### src/rtl/id_ex_hazard_reg_if.sv
// id_ex_hazard_reg_if
//   Bundles the ID-side instruction fields, the MEM/md-unit hazard inputs,
//   the flush request and the EX-stage register outputs of id_ex_hazard_reg.
//   master: the pipeline around the block (drives id_*, mem_*, md_busy, flush,
//           observes stall and ex_*).
//   slave:  id_ex_hazard_reg itself.
//   Parameter INSTR_W: width of the decoded-instruction code (0 is NOP).
interface id_ex_hazard_reg_if #(parameter int INSTR_W = 6);
    logic               id_valid;
    logic [INSTR_W-1:0] id_instr;
    logic [31:0]        id_pc;
    logic [31:0]        id_rs_data;
    logic [31:0]        id_rt_data;
    logic [31:0]        id_imm32;
    logic [4:0]         id_rs;
    logic [4:0]         id_rt;
    logic [1:0]         id_tuse_rs;
    logic [1:0]         id_tuse_rt;
    logic [4:0]         id_dst;
    logic [1:0]         id_tnew;
    logic [4:0]         mem_dst;
    logic [1:0]         mem_tnew;
    logic               md_busy;
    logic               flush;

    logic               stall;
    logic               ex_valid;
    logic [INSTR_W-1:0] ex_instr;
    logic [31:0]        ex_pc;
    logic [31:0]        ex_rs_data;
    logic [31:0]        ex_rt_data;
    logic [31:0]        ex_imm32;
    logic [4:0]         ex_dst;
    logic [1:0]         ex_tnew;
    logic [1:0]         ex_tnew_next;

    modport master (
        output id_valid, id_instr, id_pc, id_rs_data, id_rt_data, id_imm32,
               id_rs, id_rt, id_tuse_rs, id_tuse_rt, id_dst, id_tnew,
               mem_dst, mem_tnew, md_busy, flush,
        input  stall, ex_valid, ex_instr, ex_pc, ex_rs_data, ex_rt_data,
               ex_imm32, ex_dst, ex_tnew, ex_tnew_next
    );

    modport slave (
        input  id_valid, id_instr, id_pc, id_rs_data, id_rt_data, id_imm32,
               id_rs, id_rt, id_tuse_rs, id_tuse_rt, id_dst, id_tnew,
               mem_dst, mem_tnew, md_busy, flush,
        output stall, ex_valid, ex_instr, ex_pc, ex_rs_data, ex_rt_data,
               ex_imm32, ex_dst, ex_tnew, ex_tnew_next
    );
endinterface

### src/rtl/id_ex_hazard_reg.sv
// id_ex_hazard_reg
//   ID/EX pipeline register with integrated Tuse/Tnew and multiply/divide
//   hazard detection. Every cycle EX either captures the ID instruction or
//   receives a bubble; stall freezes PC and IF/ID while a hazard is present.
// Ports:
//   clk, reset    - clock, synchronous active-high reset
//   bus (slave)   - id_* fields, mem_dst/mem_tnew, md_busy, flush in;
//                   stall and ex_* registered EX-stage fields out
//   stat_data_stalls, stat_md_stalls (only with HAZARD_STAT_EN) - 32-bit
//                   wrap-around counts of data-hazard and md-hazard cycles
// Configuration macro: HAZARD_STAT_EN enables the stall statistic counters.
module id_ex_hazard_reg #(
    parameter int INSTR_W = 6
) (
    input  logic                clk,
    input  logic                reset,
    id_ex_hazard_reg_if.slave   bus
`ifdef HAZARD_STAT_EN
    ,
    output logic [31:0]         stat_data_stalls,
    output logic [31:0]         stat_md_stalls
`endif
);

    // Decoded-instruction codes of the multiply/divide class.
    localparam logic [INSTR_W-1:0] OP_MULT  = INSTR_W'(20);
    localparam logic [INSTR_W-1:0] OP_MULTU = INSTR_W'(21);
    localparam logic [INSTR_W-1:0] OP_DIV   = INSTR_W'(22);
    localparam logic [INSTR_W-1:0] OP_DIVU  = INSTR_W'(23);
    localparam logic [INSTR_W-1:0] OP_MADD  = INSTR_W'(24);
    localparam logic [INSTR_W-1:0] OP_MADDU = INSTR_W'(25);
    localparam logic [INSTR_W-1:0] OP_MSUB  = INSTR_W'(26);
    localparam logic [INSTR_W-1:0] OP_MSUBU = INSTR_W'(27);
    localparam logic [INSTR_W-1:0] OP_MFHI  = INSTR_W'(28);
    localparam logic [INSTR_W-1:0] OP_MFLO  = INSTR_W'(29);
    localparam logic [INSTR_W-1:0] OP_MTHI  = INSTR_W'(30);
    localparam logic [INSTR_W-1:0] OP_MTLO  = INSTR_W'(31);

    logic               valid_q,   valid_d;
    logic [INSTR_W-1:0] instr_q,   instr_d;
    logic [31:0]        pc_q,      pc_d;
    logic [31:0]        rs_data_q, rs_data_d;
    logic [31:0]        rt_data_q, rt_data_d;
    logic [31:0]        imm32_q,   imm32_d;
    logic [4:0]         dst_q,     dst_d;
    logic [1:0]         tnew_q,    tnew_d;

    logic is_md;
    logic hz_rs;
    logic hz_rt;
    logic hz_md;
    logic stall;

    always_comb begin
        is_md = 1'b0;
        case (bus.id_instr)
            OP_MULT, OP_MULTU, OP_DIV, OP_DIVU,
            OP_MADD, OP_MADDU, OP_MSUB, OP_MSUBU,
            OP_MFHI, OP_MFLO, OP_MTHI, OP_MTLO: is_md = 1'b1;
            default:                           is_md = 1'b0;
        endcase
    end

    // The MEM-stage term carries no valid qualifier: a bubble in MEM has
    // mem_dst = 0, which the register-0 guard already excludes.
    always_comb begin
        hz_rs = bus.id_valid && (bus.id_rs != 5'd0) && (bus.id_tuse_rs != 2'd3) &&
                ((valid_q && (bus.id_rs == dst_q) && (bus.id_tuse_rs < tnew_q)) ||
                 ((bus.id_rs == bus.mem_dst) && (bus.id_tuse_rs < bus.mem_tnew)));
        hz_rt = bus.id_valid && (bus.id_rt != 5'd0) && (bus.id_tuse_rt != 2'd3) &&
                ((valid_q && (bus.id_rt == dst_q) && (bus.id_tuse_rt < tnew_q)) ||
                 ((bus.id_rt == bus.mem_dst) && (bus.id_tuse_rt < bus.mem_tnew)));
        // MTHI/MTLO are included: the md unit drops writes while busy.
        hz_md = bus.id_valid && is_md && bus.md_busy;
        stall = hz_rs || hz_rt || hz_md;
    end

    // EX never holds: it takes either the ID instruction or a bubble.
    // An invalid ID slot is treated as a bubble so no stale fields leak.
    always_comb begin
        valid_d   = 1'b0;
        instr_d   = '0;
        pc_d      = '0;
        rs_data_d = '0;
        rt_data_d = '0;
        imm32_d   = '0;
        dst_d     = '0;
        tnew_d    = '0;
        if (!bus.flush && !stall && bus.id_valid) begin
            valid_d   = 1'b1;
            instr_d   = bus.id_instr;
            pc_d      = bus.id_pc;
            rs_data_d = bus.id_rs_data;
            rt_data_d = bus.id_rt_data;
            imm32_d   = bus.id_imm32;
            dst_d     = bus.id_dst;
            tnew_d    = bus.id_tnew;
        end
    end

    always_ff @(posedge clk) begin
        if (reset) begin
            valid_q   <= 1'b0;
            instr_q   <= '0;
            pc_q      <= '0;
            rs_data_q <= '0;
            rt_data_q <= '0;
            imm32_q   <= '0;
            dst_q     <= '0;
            tnew_q    <= '0;
        end else begin
            valid_q   <= valid_d;
            instr_q   <= instr_d;
            pc_q      <= pc_d;
            rs_data_q <= rs_data_d;
            rt_data_q <= rt_data_d;
            imm32_q   <= imm32_d;
            dst_q     <= dst_d;
            tnew_q    <= tnew_d;
        end
    end

`ifdef HAZARD_STAT_EN
    logic [31:0] stat_data_q, stat_data_d;
    logic [31:0] stat_md_q,   stat_md_d;

    // A cycle carrying both hazard kinds bumps both counters.
    always_comb begin
        stat_data_d = stat_data_q;
        stat_md_d   = stat_md_q;
        if (hz_rs || hz_rt) stat_data_d = stat_data_q + 32'd1;
        if (hz_md)          stat_md_d   = stat_md_q + 32'd1;
    end

    always_ff @(posedge clk) begin
        if (reset) begin
            stat_data_q <= '0;
            stat_md_q   <= '0;
        end else begin
            stat_data_q <= stat_data_d;
            stat_md_q   <= stat_md_d;
        end
    end

    assign stat_data_stalls = stat_data_q;
    assign stat_md_stalls   = stat_md_q;
`endif

    assign bus.stall        = stall;
    assign bus.ex_valid     = valid_q;
    assign bus.ex_instr     = instr_q;
    assign bus.ex_pc        = pc_q;
    assign bus.ex_rs_data   = rs_data_q;
    assign bus.ex_rt_data   = rt_data_q;
    assign bus.ex_imm32     = imm32_q;
    assign bus.ex_dst       = dst_q;
    assign bus.ex_tnew      = tnew_q;
    assign bus.ex_tnew_next = (tnew_q == 2'd0) ? 2'd0 : (tnew_q - 2'd1);

endmodule

### src/flat_wrapper.sv
// flat-port wrapper written by rule: the top's interface ports become plain ports
module id_ex_hazard_reg_flat 
#(
    parameter int INSTR_W = 6
)
  (clk, reset, bus_id_valid, bus_id_instr, bus_id_pc, bus_id_rs_data, bus_id_rt_data, bus_id_imm32, bus_id_rs, bus_id_rt, bus_id_tuse_rs, bus_id_tuse_rt, bus_id_dst, bus_id_tnew, bus_mem_dst, bus_mem_tnew, bus_md_busy, bus_flush, bus_stall, bus_ex_valid, bus_ex_instr, bus_ex_pc, bus_ex_rs_data, bus_ex_rt_data, bus_ex_imm32, bus_ex_dst, bus_ex_tnew, bus_ex_tnew_next);
  id_ex_hazard_reg_if #(.INSTR_W(INSTR_W)) bus_i ();
  input  logic clk;
  input  logic reset;
  input wire logic [$bits(bus_i.id_valid)-1:0] bus_id_valid;
  input wire logic [$bits(bus_i.id_instr)-1:0] bus_id_instr;
  input wire logic [$bits(bus_i.id_pc)-1:0] bus_id_pc;
  input wire logic [$bits(bus_i.id_rs_data)-1:0] bus_id_rs_data;
  input wire logic [$bits(bus_i.id_rt_data)-1:0] bus_id_rt_data;
  input wire logic [$bits(bus_i.id_imm32)-1:0] bus_id_imm32;
  input wire logic [$bits(bus_i.id_rs)-1:0] bus_id_rs;
  input wire logic [$bits(bus_i.id_rt)-1:0] bus_id_rt;
  input wire logic [$bits(bus_i.id_tuse_rs)-1:0] bus_id_tuse_rs;
  input wire logic [$bits(bus_i.id_tuse_rt)-1:0] bus_id_tuse_rt;
  input wire logic [$bits(bus_i.id_dst)-1:0] bus_id_dst;
  input wire logic [$bits(bus_i.id_tnew)-1:0] bus_id_tnew;
  input wire logic [$bits(bus_i.mem_dst)-1:0] bus_mem_dst;
  input wire logic [$bits(bus_i.mem_tnew)-1:0] bus_mem_tnew;
  input wire logic [$bits(bus_i.md_busy)-1:0] bus_md_busy;
  input wire logic [$bits(bus_i.flush)-1:0] bus_flush;
  output wire logic [$bits(bus_i.stall)-1:0] bus_stall;
  output wire logic [$bits(bus_i.ex_valid)-1:0] bus_ex_valid;
  output wire logic [$bits(bus_i.ex_instr)-1:0] bus_ex_instr;
  output wire logic [$bits(bus_i.ex_pc)-1:0] bus_ex_pc;
  output wire logic [$bits(bus_i.ex_rs_data)-1:0] bus_ex_rs_data;
  output wire logic [$bits(bus_i.ex_rt_data)-1:0] bus_ex_rt_data;
  output wire logic [$bits(bus_i.ex_imm32)-1:0] bus_ex_imm32;
  output wire logic [$bits(bus_i.ex_dst)-1:0] bus_ex_dst;
  output wire logic [$bits(bus_i.ex_tnew)-1:0] bus_ex_tnew;
  output wire logic [$bits(bus_i.ex_tnew_next)-1:0] bus_ex_tnew_next;
  assign bus_i.id_valid = bus_id_valid;
  assign bus_i.id_instr = bus_id_instr;
  assign bus_i.id_pc = bus_id_pc;
  assign bus_i.id_rs_data = bus_id_rs_data;
  assign bus_i.id_rt_data = bus_id_rt_data;
  assign bus_i.id_imm32 = bus_id_imm32;
  assign bus_i.id_rs = bus_id_rs;
  assign bus_i.id_rt = bus_id_rt;
  assign bus_i.id_tuse_rs = bus_id_tuse_rs;
  assign bus_i.id_tuse_rt = bus_id_tuse_rt;
  assign bus_i.id_dst = bus_id_dst;
  assign bus_i.id_tnew = bus_id_tnew;
  assign bus_i.mem_dst = bus_mem_dst;
  assign bus_i.mem_tnew = bus_mem_tnew;
  assign bus_i.md_busy = bus_md_busy;
  assign bus_i.flush = bus_flush;
  assign bus_stall = bus_i.stall;
  assign bus_ex_valid = bus_i.ex_valid;
  assign bus_ex_instr = bus_i.ex_instr;
  assign bus_ex_pc = bus_i.ex_pc;
  assign bus_ex_rs_data = bus_i.ex_rs_data;
  assign bus_ex_rt_data = bus_i.ex_rt_data;
  assign bus_ex_imm32 = bus_i.ex_imm32;
  assign bus_ex_dst = bus_i.ex_dst;
  assign bus_ex_tnew = bus_i.ex_tnew;
  assign bus_ex_tnew_next = bus_i.ex_tnew_next;
  id_ex_hazard_reg #(.INSTR_W(INSTR_W)) u_core (.clk(clk), .reset(reset), .bus(bus_i));
endmodule
### config.mk
export PLATFORM = sky130hd
export DESIGN_NAME = id_ex_hazard_reg_flat
export DESIGN_NICKNAME = d
export VERILOG_FILES = /design/src/rtl/id_ex_hazard_reg_if.sv /design/src/rtl/id_ex_hazard_reg.sv /design/src/flat_wrapper.sv
export SDC_FILE = /design/constraint.sdc
export NUM_CORES = 1
export LEC_CHECK = 0
export ABC_AREA = 0
export BUFFER_PORTS_ARGS = -buffer_cell sky130_fd_sc_hd__clkbuf_2
export CAP_MARGIN = 20
export CORE_AREA = 2 2 123 125
export DETAILED_ROUTE_END_ITERATION = 16
export DIE_AREA = 0 0 125 127
export GPL_TIMING_DRIVEN = 0
export PLACE_DENSITY = 0.69
export SLEW_MARGIN = 20
export SYNTH_ARGS = -nofsm -noshare
export SYNTH_HDL_FRONTEND = slang
export SYNTH_SLANG_ARGS = --single-unit
### constraint.sdc
create_clock -name clk -period 3.5 [get_ports clk]
set_clock_uncertainty 0.05 [all_clocks]
set_input_delay 0.7 -clock clk [delete_from_list [all_inputs] [get_ports clk]]
set_output_delay 0.7 -clock clk [all_outputs]
set_load 0.02 [all_outputs]
==> metrics.cfg, run 1 <==
[routing]
drc = 0
wl_um = 15380
vias = 4394
drtIter0Drc = 190
wl_per_cell_um = 16.76
antenna_left = 0
route.met3.wl_um = 1409
vias_per_cell = 4.786
dr.pass1.iters = 4
wl_met2_um = 7825
drt-met1-wl_um = 5910
top_layer = met4

[grt]
gr-total-overflow = 0
grt_pass1_vias = 4369
grt_pass1_wl_um = 22850
grt_use_total = 0.1857
antenna_found_initial = 0
grt_start_max_net_pins = 20

[floorplan]
coreArea_um2 = 14420
initial_core_util = 0.3268
dieArea_um2 = 15880
fp.dieH_um = 127
dieWidth_um = 125
rows = 44
io_pins = 312

[power]
power.leakage_nw = 3.232
p_switching_mw = 0.8907
ir_worst_vdd_mv = 0.2863
swShare = 0.2392
pwr-share-comb = 0.085
power_frac_clock = 0.465
power_density_nw_per_um2 = 524.8
p_seq_frac = 0.450
power_mw = 3.724
intPower_mw = 2.833

[finish]
final_core_util = 0.4919
area_growth_pct = 50.54
drive_gt1_frac = 0.4932
num-nets-final = 892
n_antenna_cell = 0
finalNonFillerCells = 918

[clocking]
clk_pin_slew_ps = 60
cts_buffers = 17
cts.sinks = 142
clockBufferDepth = 2
h-tree-depth = 4
cts_tree = yes
insertion_delay_ps = 420
root_buffer = clkbuf_16
cts.hold.buffers_added = 0

[worst_setup_path]
r2r_end = u_core.bus.ex_imm32[31]
reg2regPathDepth = 9
worst_setup_path_end_kind = output port
start_kind = flop
cp.arrival_ps = 2480
critPathKind = reg2out
r2r_slack_ps = 1030
path_max_fanout = 17
r2r_start = u_core.bus.ex_tnew[1]
worst-endpoint-required_ps = 2750

[synth]
synth_nets = 563
yosys_register_bits = 142
synth_edf_count = 0
yosysUniqueCellTypes = 26
yosys.area.top_type_share = 0.6031
ys_top_cells_by_count = dfxtp_1, nor4b_1, clkbuf_1
synth_cells = 392
seq_area_frac_synth = 0.6031
netlist_area_um2 = 4713
synth_most_common_cell = dfxtp_1
synth-main-ff-cell = dfxtp_1
synth_area_leaders = dfxtp_1, nor4b_1, xor2_1
yosysTopAreaCell = dfxtp_1
ys.warnings.count = 0
async_reset_ff_frac = 0
syn_area_per_cell_um2 = 12.02

[min_path]
hold_start = bus_id_instr[5]
worstHoldPathType = in2reg
hold-path-endpoint = u_core.bus.ex_instr[5]
whs_path_depth = 3

[placed_design]
dpl_worst_slack_ps = -443.2
dp.cells = 887
place.gp.congestion = 0.7578
dpl.hpwl_um = 11670
io_buffers = 311

[timing]
setup_violations = 0
fin_crit_sh = 0.9221
setup_ws_ps = 272.8
slew_headroom = 0.4676
slew_viol_final = 0
timing.fmax_mhz = 309.9
rsz0062_at_grt = false
tightestPinTransition_ps = 798.6
fin_crit_ps = 3227
finalHoldViolCount = 0
timing.hold.ws_ps = 462.9

[outcome]
outcome = complete, no violations

[job]
maxCapViolCount = 0

## critical path, cell delays in order (launching register included)
cell and delay (ps):
dfxtp_1 340, inv_1 90, ha_1 200, nand2b_1 150
nor4_1 190, nand4_1 180, a21oi_4 550, a211o_1 180
clkbuf_2 180
## cells by family after synthesis
logic type,after synthesis,synth area share
AO/OA/AOI/OAI,8,0.01141
adder cells (fa/ha/maj),4,0.01062
flip-flops,142,0.6031
XOR/XNOR,20,0.03717
buffers and inverters,49,0.04513
AND/OR/NAND/NOR,169,0.2925
## state kept, by name, summed over array words and instances, names as in the netlist
signal and flops:
u_core.bus.ex_tnew 2, u_core.bus.ex_pc 32, u_core.bus.ex_rt_data 32, u_core.bus.ex_instr 6, u_core.bus.ex_imm32 32, u_core.bus.ex_valid 1
u_core.bus.ex_dst 5, u_core.bus.ex_rs_data 32
## cell type report
type | count | area (µm²)
fillers | 1390 | 7328
flip-flops and latches | 142 | 2843
multi-input cells | 201 | 1683
repair buffers | 312 | 1564
clock buffers | 20 | 456.7
well taps | 184 | 230.2
plain buffers | 43 | 192.7
clock inverters | 12 | 111.4
inverters | 4 | 15.01
## repair_timing
item                       CTS  global route
pin swaps                    1             0
setup endpoints to repair    1             1
gates resized for setup      4             1
setup buffers                1             0
## power groups by stage
stage / Clock (mW) / Sequential [mW] / Combinational (mW)
final: 1.73 / 1.68 / 0.316
after global routing: 1.85 / 1.68 / 0.343
after CTS: 1.77 / 1.68 / 0.319
after detailed placement: 0 / 1.71 / 0.316
after global placement: 0 / 1.71 / 0.315
after floorplan: 0 / 1.77 / 0.0940
## layer usage
metal	up-vias	global-route usage
met2	203	0.3315
met3	15	0.08082
met5	-	0
met4	0	0.06078
met1	2045	0.1977
li1	2131	-
## worst max-delay path by stage
stage	start	endpoint	slack (ps)
2_1_floorplan	bus_mem_tnew[1]	bus_stall	460
3_3_place_gp	bus_id_tuse_rt[1]	bus_stall	-400
3_5_place_dp	bus_id_tuse_rt[1]	bus_stall	-440
4_1_cts	u_core.bus.ex_tnew[1]	bus_stall	160
5_1_grt	u_core.bus.ex_tnew[1]	bus_stall	120
6_report	u_core.bus.ex_tnew[1]	bus_stall	270
## per-stage QoR
stage	TNS, ps	cell area (µm²)
finish	0	7096
global route	0	7096
CTS	0	7089
detailed placement	-443.2	6500
global placement	-400.8	6500
floorplan	0	4713
## layout by cell type (no fill, tap or decap), types with 4 or more instances in the layout
master,Yosys,routed
clkbuf_2,0,311
dfxtp_1,142,142
nor4b_1,139,139
clkbuf_1,29,29
clkbuf_16,0,17
xor2_1,14,14
buf_2,14,13
xnor2_1,6,6
nand2_1,6,6
nor2_1,5,5
inv_1,4,4
o21ai_0,4,4
nand4_1,4,4
ha_1,4,4
Power figures use the tool's default switching activity.
==> inputs of run 2 (changes only) <==
Settings changed: MAX_ROUTING_LAYER set to met4.
==> metrics.cfg, run 2 (same netlist as run 1, synthesis figures left out) <==
[finish]
n_antenna_cell = 0
area_growth_pct = 50.54
n_fill_cell = 1390
final_common_cell = clkbuf_2
final_area_um2 = 7096
final_cell_mix = clkbuf_2, dfxtp_1, nor4b_1
drive_gt1_frac = 0.4932
num-nets-final = 892

[routing]
top_layer = met4
wl_met2_um = 7856
route.met3.wl_um = 1148
vias = 4379
drt-met1-wl_um = 6189
antenna_left = 0
wl_um = 15420
drc = 0
drtIter0Drc = 186
vias_per_cell = 4.770
wl_per_cell_um = 16.79
dr.pass1.iters = 4

[placed_design]
dpl.hpwl_um = 11670
io_buffers = 311
placed_cell_area_um2 = 6500
dpl_worst_slack_ps = -443.2
place.gp.congestion = 0.7677

[power]
p_seq_frac = 0.450
p_switching_mw = 0.8945
swShare = 0.2400
power_mw = 3.727
ir_worst_vdd_mv = 0.2863
intPower_mw = 2.833
pwr-share-comb = 0.085
power_density_nw_per_um2 = 525.3
power.leakage_nw = 3.232
power_frac_clock = 0.466

[timing]
timing.fmax_mhz = 310.9
tightestPinTransition_ps = 798.8
setup_violations = 0
fin_crit_ps = 3217
fin_crit_sh = 0.9191
slew_viol_final = 0
timing.hold.ws_ps = 462.3
finalHoldViolCount = 0
setup_ws_ps = 283.2
rsz0062_at_grt = false
slew_headroom = 0.4674

[floorplan]
fp.dieH_um = 127
rows = 44
initial_core_util = 0.3268
io_pins = 312
dieWidth_um = 125
coreArea_um2 = 14420
dieArea_um2 = 15880

[grt]
antenna_found_initial = 0
grt_pass1_wl_um = 22830
grt_start_max_net_pins = 20
gr-total-overflow = 0
grt_use_total = 0.1912
grt_pass1_vias = 4390

[clocking]
cts_buffers = 17
clk_pin_slew_ps = 60
insertion_delay_ps = 420
cts_tree = yes
clockBufferDepth = 2
cts.hold.buffers_added = 0
h-tree-depth = 4
root_buffer = clkbuf_16
cts.sinks = 142

[worst_setup_path]
cp.arrival_ps = 2470
r2r_slack_ps = 1040
path_delay_family = compound AO/OA/AOI/OAI gates
worst_setup_path_end_kind = output port
critPathKind = reg2out
start_kind = flop
crit_cells = 8
cp_slowest_cell = a21oi_4
slowest_delay_ps = 550
path_max_fanout = 17
cp_cell_sequence = inv_1 > ha_1 > nand2b_1 > nor4_1 > nand4_1 > a21oi_4 > a211o_1 > clkbuf_2
worst-path-buf-inv = 2
reg2regPathDepth = 9
worst-endpoint-required_ps = 2750

[job]
maxCapViolCount = 0

[min_path]
whs_path_depth = 3
worstHoldPathType = in2reg

[outcome]
outcome = complete, no violations

-- run 2: timing repair --
item	CTS	global route
setup endpoints to repair	1	1
cloned	0	0
resized for setup	4	1
buffers inserted	1	0
pin swaps	1	0
-- run 2: worst reg2reg max path, cell delays in order (launching register included) --
cell      delay [ps]
dfxtp_1          340
inv_1             90
ha_1             200
nand2b_1         150
nor4_1           190
nand4_1          190
a21oi_4          550
buf_6            230
buf_2            230
nor4b_1          110
-- run 2: final timing paths --
| kind | startpoint | endpoint |
|---|---|---|
| min | bus_id_instr[5] | u_core.bus.ex_instr[5] |
| max | u_core.bus.ex_tnew[1] | bus_stall |
| max reg2reg | u_core.bus.ex_tnew[1] | u_core.bus.ex_dst[3] |
| min reg2reg | u_core.bus.ex_valid | u_core.bus.ex_valid |
-- run 2: layout make-up --
| class | instances | area, µm² | share of cell area |
|---|---|---|---|
| plain buffers | 43 | 192.7 | 0.02716 |
| multi-input cells | 201 | 1683 | 0.2372 |
| well taps | 184 | 230.2 | 0.03245 |
| clock inverters | 12 | 111.4 | 0.01569 |
| repair buffers | 312 | 1564 | 0.2204 |
| clock buffers | 20 | 456.7 | 0.06436 |
| flip-flops and latches | 142 | 2843 | 0.4006 |
| inverters | 4 | 15.01 | 0.002116 |
-- run 2: power by group through the flow --
stage	Clock (mW)	Sequential, mW	Combinational [mW]
floorplan	0	1.77	0.0940
global placement	0	1.71	0.315
detailed placement	0	1.71	0.316
CTS	1.77	1.68	0.319
global route	1.85	1.68	0.342
finish	1.74	1.68	0.316
-- run 2: through the flow --
stage / instances / setup TNS (ps) / util
floorplan: 392 / 0 / -
global placement: 887 / -400.8 / 0.4506
detailed placement: 887 / -443.2 / 0.4506
CTS: 918 / 0 / 0.4915
global route: 918 / 0 / 0.4919
finish: 918 / 0 / 0.4919
-- run 2: routing by layer --
| layer | GRT usage | up-vias |
|---|---|---|
| li1 | - | 2129 |
| met1 | 0.2101 | 2035 |
| met2 | 0.3312 | 200 |
| met3 | 0.06407 | 15 |
| met4 | 0.05686 | 0 |
| met5 | - | - |
